## src/rtl/cosim_commit_streamer.sv

```systemverilog
// Merges per-core retire streams into one ordered record stream for the lock-step checker.
// State | meaning: IDLE = model not started | RUN = arbitrating FIFOs into the output register | DRAIN = finishing the presented record only
module cosim_commit_streamer #(
  parameter int NUM_CORES = 1,
  parameter int DEPTH     = 4,
  parameter int CW        = (NUM_CORES > 1) ? $clog2(NUM_CORES) : 1
) (
  input  logic                    clk,
  input  logic                    rst,
  input  logic                    arm_i,
  input  logic [NUM_CORES-1:0]    commit_valid_i,
  input  logic [NUM_CORES*64-1:0] commit_pc_i,
  input  logic [NUM_CORES*32-1:0] commit_insn_i,
  output logic [NUM_CORES-1:0]    commit_ready_o,
  output logic                    chk_valid_o,
  input  logic                    chk_ready_i,
  output logic [CW-1:0]           chk_core_o,
  output logic [63:0]             chk_pc_o,
  output logic [31:0]             chk_insn_o,
  output logic [63:0]             chk_seq_o,
  output logic [NUM_CORES-1:0]    overflow_o
);

  localparam int AW = $clog2(DEPTH);
  localparam logic [AW:0] FULL = (AW+1)'(DEPTH);

  typedef enum logic [1:0] {ST_IDLE, ST_RUN, ST_DRAIN} state_t;
  state_t state;

  logic [63:0]   pc_mem   [NUM_CORES][DEPTH];
  logic [31:0]   insn_mem [NUM_CORES][DEPTH];
  logic [AW-1:0] wr_ptr   [NUM_CORES];
  logic [AW-1:0] rd_ptr   [NUM_CORES];
  logic [AW:0]   count    [NUM_CORES];

  logic [NUM_CORES-1:0] push, pop, non_empty;
  logic [CW-1:0]        rr_ptr, grant, grant_next;
  logic                 grant_found, handshake, load;
  logic [63:0]          seq_cnt;

  // Ready looks only at the registered count, so a full FIFO never accepts on a pop cycle.
  for (genvar k = 0; k < NUM_CORES; k++) begin : g_core
    assign commit_ready_o[k] = (count[k] != FULL);
    assign non_empty[k]      = (count[k] != '0);
    assign push[k]           = commit_valid_i[k] && commit_ready_o[k];
    assign pop[k]            = load && (grant == CW'(k));
  end

  always_comb begin
    logic [CW-1:0] idx;
    idx         = '0;
    grant       = '0;
    grant_found = 1'b0;
    for (int i = 0; i < NUM_CORES; i++) begin
      idx = CW'((int'(rr_ptr) + i) % NUM_CORES);
      if (!grant_found && non_empty[idx]) begin
        grant_found = 1'b1;
        grant       = idx;
      end
    end
  end

  assign grant_next = CW'((int'(grant) + 1) % NUM_CORES);
  assign handshake  = chk_valid_o && chk_ready_i;
  assign load       = (state == ST_RUN) && (!chk_valid_o || chk_ready_i) && grant_found;
  assign chk_seq_o  = seq_cnt;

  always_ff @(posedge clk) begin
    for (int k = 0; k < NUM_CORES; k++) begin
      if (push[k]) begin
        pc_mem[k][wr_ptr[k]]   <= commit_pc_i[64*k +: 64];
        insn_mem[k][wr_ptr[k]] <= commit_insn_i[32*k +: 32];
      end
    end
  end

  always_ff @(posedge clk or posedge rst) begin
    if (rst) begin
      for (int k = 0; k < NUM_CORES; k++) begin
        wr_ptr[k] <= '0;
        rd_ptr[k] <= '0;
        count[k]  <= '0;
      end
      overflow_o <= '0;
    end else begin
      for (int k = 0; k < NUM_CORES; k++) begin
        if (push[k]) wr_ptr[k] <= wr_ptr[k] + 1'b1;
        if (pop[k])  rd_ptr[k] <= rd_ptr[k] + 1'b1;
        case ({push[k], pop[k]})
          2'b10:   count[k] <= count[k] + 1'b1;
          2'b01:   count[k] <= count[k] - 1'b1;
          default: count[k] <= count[k];
        endcase
        if (commit_valid_i[k] && !commit_ready_o[k]) overflow_o[k] <= 1'b1;
      end
    end
  end

  always_ff @(posedge clk or posedge rst) begin
    if (rst) begin
      state       <= ST_IDLE;
      chk_valid_o <= 1'b0;
      chk_core_o  <= '0;
      chk_pc_o    <= '0;
      chk_insn_o  <= '0;
      rr_ptr      <= '0;
      seq_cnt     <= '0;
    end else begin
      if (handshake) seq_cnt <= seq_cnt + 64'd1;
      if (load) begin
        chk_valid_o <= 1'b1;
        chk_core_o  <= grant;
        chk_pc_o    <= pc_mem[grant][rd_ptr[grant]];
        chk_insn_o  <= insn_mem[grant][rd_ptr[grant]];
        rr_ptr      <= grant_next;
      end else if (handshake) begin
        chk_valid_o <= 1'b0;
      end
      case (state)
        ST_IDLE:  if (arm_i) state <= ST_RUN;
        ST_RUN:   if (!arm_i) state <= ST_DRAIN;
        ST_DRAIN: if (!chk_valid_o) state <= ST_IDLE;
        default:  state <= ST_IDLE;
      endcase
    end
  end

endmodule
```

## config.mk

```make
export PLATFORM = sky130hd
export DESIGN_NAME = cosim_commit_streamer
export DESIGN_NICKNAME = d
export VERILOG_FILES = /design/src/rtl/cosim_commit_streamer.sv
export SDC_FILE = /design/constraint.sdc
export NUM_CORES = 1
export LEC_CHECK = 0
export CAP_MARGIN = 10
export CORE_MARGIN = 2
export CORE_UTILIZATION = 40
export CTS_CLUSTER_DIAMETER = 80
export DETAILED_ROUTE_END_ITERATION = 10
export HOLD_SLACK_MARGIN = 0.12
export SYNTH_ARGS = -nofsm -noshare
export SYNTH_HDL_FRONTEND = slang
export SYNTH_SLANG_ARGS = --single-unit
```

## constraint.sdc

```tcl
create_clock -name clk -period 7.5 [get_ports clk]
set_input_delay 1.125 -clock clk [delete_from_list [all_inputs] [get_ports clk]]
set_output_delay 1.125 -clock clk [all_outputs]
set_load 0.01 [all_outputs]
```

==> impl_results.md <==
- Worst-margin pin slew: 918 ps
- Boundary Pins: 265
- Status: complete, no violations
- Share of the synthesized area in the top cell type: 55.1%
- Cells after DPL: 1,973
- Flop2flop setup slack: 4690 ps
- Vias: between 10k and 15k
- Avg Inst Size Synth: between 15 and 20 µm²
- Seq/Total Area, Yosys: between 70% and 80%
- Worst Hold Depth: 1
- # DRC: 0
- Root Buffer: clkbuf_16
- Critical path arrival: between 3000 and 4000 ps
- Core area: slightly above 0.05 mm²
- Worst hold slack: 432 ps
- Post-cts resize count: 0
- Reg2Reg Launch Point: state[1]
- Grt ovf: 0
- First-pass GRT wire length: 67,000 µm
- Kind of end point of the critical path: flip-flop
- DP Area: roughly 0.024 mm²
- Starting density of the core: 40.6%
- DIE HEIGHT: 233 µm
- Final Setup Violations: 0
- Max-slew headroom: approximately two fifths
- Post-synth net total: 1,161
- Worst setup SP type: primary input
- Synth area leader: edfxtp_1
- Post-CTS setup buffer count: 0
- Die area: 0.0542 mm²
- Largest cells by area after synthesis: edfxtp_1 55%, dfrtp_1 20%, mux4_2 10%, mux2_2 5.2%, xor2_1 1.8%
- Fin crit share: a little over two fifths
- DR pass1 iterations: 5
- Dpl hpwl: 26,600 µm
- Design Area, Final: 0.0263 mm²
- Syn. warnings: 0
- Synth cell count leaders: 384 x edfxtp_1, 171 x dfrtp_1, 97 x mux2_2, 96 x mux4_2, 43 x xor2_1
- Synth cell types: 36
- DRT Wirelength: 43,800 µm
- Port bufs: approximately 260
- Synthesized flop and latch total: roughly 560
- Peak VDD IR: 0.208 mV
- Most frequent cell after synthesis: edfxtp_1
- Count of max-cap constraint violations: 0
- DRT iter0 DRCs: 902
- Routed Antenna Nets: 0
- Crit path kind: in2reg
- Antenna violations before repair: 5
- Hold-fix buffers, CTS: 0
- CP max FO: 58
- Hold Path End: state[0]
- Max Slew Vio Count: 0
- Cell Area, Synth: roughly 0.021 mm²
- Largest net degree at the start of global routing: between 100 and 150
- Power Total: 9.88 mW
- Chip width: 233 µm
- Asr flop ratio synth: 30.8%
- Final RePlAce weighted congestion: 0.871
- Share of post-route cells with drive strength above 1: roughly 22%
- Non-filler instance count after layout: 2,080
- Hold Path Class: reg2reg
- Row count: 83
- P&R area growth vs syn: 25.8%
- Min Clock Period, post-route: 3260 ps
- DR WL/cell: 21.1 µm
- Hold wc startpoint: state[1]
- WP data required: around 8000 ps
- Top_reg_cell synth: edfxtp_1
- Worst-skew pair later-pin latency: 610 ps
- GRT Util Overall: 16.5%
- Multi-input gate area: 0.00497 mm²
- Clock transition at path regs: 70 ps
- Maximum clock rate: 307 MHz
- Register area: around 0.016 mm²
- Pwr dens: 375 mW/mm²
- Worst r2r path cells: 6
- CTS H-tree depth: 2
- Worst-case clock skew: approximately 32 ps
- Via/cell ratio: 5.07
- Leakage: approximately 9.4 nW
- Post-Syn Instances: 1,053
- Fin. Hold Viols: 0
- Fill count: ~4.3k
- Clk buf depth: 3
- Vias in the first global route: 11.2k
- CTS tree: done
- FF-to-FF End: chk_insn_o[28]
- TNS Setup: 0 ps
- EDFF count, synth: approximately 380
- RSZ-0062 raised after global routing: no
- Sink Count: 555
- Total CTS buffers: 56
- # nets final: about 1.5k
==> layer usage <==
metal	track usage, %	vias up	wire length, µm
li1	-	4753	-
met1	22.9	5413	19400
met4	4.88	8	838
met5	0	-	49
met3	3.38	70	2600
met2	26.3	293	20900
==> critical path, stage by stage <==
cell and delay, ps:
clkdlybuf4s50_1 570, inv_1 100, a21oi_4 140, buf_4 540
buf_4 810, mux2_2 410
==> how the worst max path moves through the flow <==
| stage | from | end | cells past startpoint |
|---|---|---|---|
| detailed placement | chk_ready_i | chk_pc_o[11] | 6 |
| global route | chk_ready_i | chk_insn_o[20] | 6 |
| global placement | chk_ready_i | chk_pc_o[6] | 6 |
| finish | chk_ready_i | chk_insn_o[28] | 6 |
| floorplan | rst | chk_insn_o[0] | 1 |
| CTS | chk_ready_i | chk_insn_o[28] | 6 |
==> layout by cell type (no fill, tap or decap), drive strengths merged, types with 18 or more instances in the layout <==
cell type and instances:
dfrtp 171, nand4 22, mux4 96, clkdlybuf4s50 263, nor4 18, nand3 23
edfxtp 384, xor2 43, clkbuf 67, nand2 42, nor2 25, mux2 97
xnor2 26, clkinv 26
==> flip-flops by register name, indices dropped and copies added, names as in the netlist <==
signal	count
chk_valid_o	1
overflow_o	1
pc_mem	256
count	3
chk_insn_o	32
rd_ptr	2
wr_ptr	2
state	2
chk_pc_o	64
chk_seq_o	64
insn_mem	128
==> area by class of cell <==
type | count | share of cell area (%)
well taps | 680 | 3.23
clock inverters | 39 | 1.64
inverters | 14 | 0.228
clock buffers | 67 | 5.67
diodes | 1 | 0.00950
repair buffers | 274 | 10.3
flip-flops and latches | 555 | 60.1
multi-input cells | 450 | 18.9
==> through the flow <==
| step | utilization (%) | setup WS, ps |
|---|---|---|
| finish | 51.1 | 4240 |
| floorplan | - | 1740 |
| global placement | 47.4 | 3650 |
| CTS | 51.1 | 4230 |
| detailed placement | 47.4 | 3580 |
| global route | 51.1 | 4100 |
==> power breakdown <==
group	switching [mW]	internal (mW)	leakage [nW]
logic	1.13	1.42	2.82
clock network	1.17	1.70	0.953
registers	0.375	4.07	5.65
total	2.68	7.20	9.42
==> cells by family after synthesis <==
kind of cell / synth area share [%]
xor gates and xnor gates: 2.89
DFF: 75.5
AOI/OAI and AO/OA: 0.167
other: 0.0179
adders and majority gates: 0.454
and+or+nand+nor: 4.45
buffers and inverters: 0.908
muxes: 15.6
No activity file was read; power rests on OpenSTA's default activity.
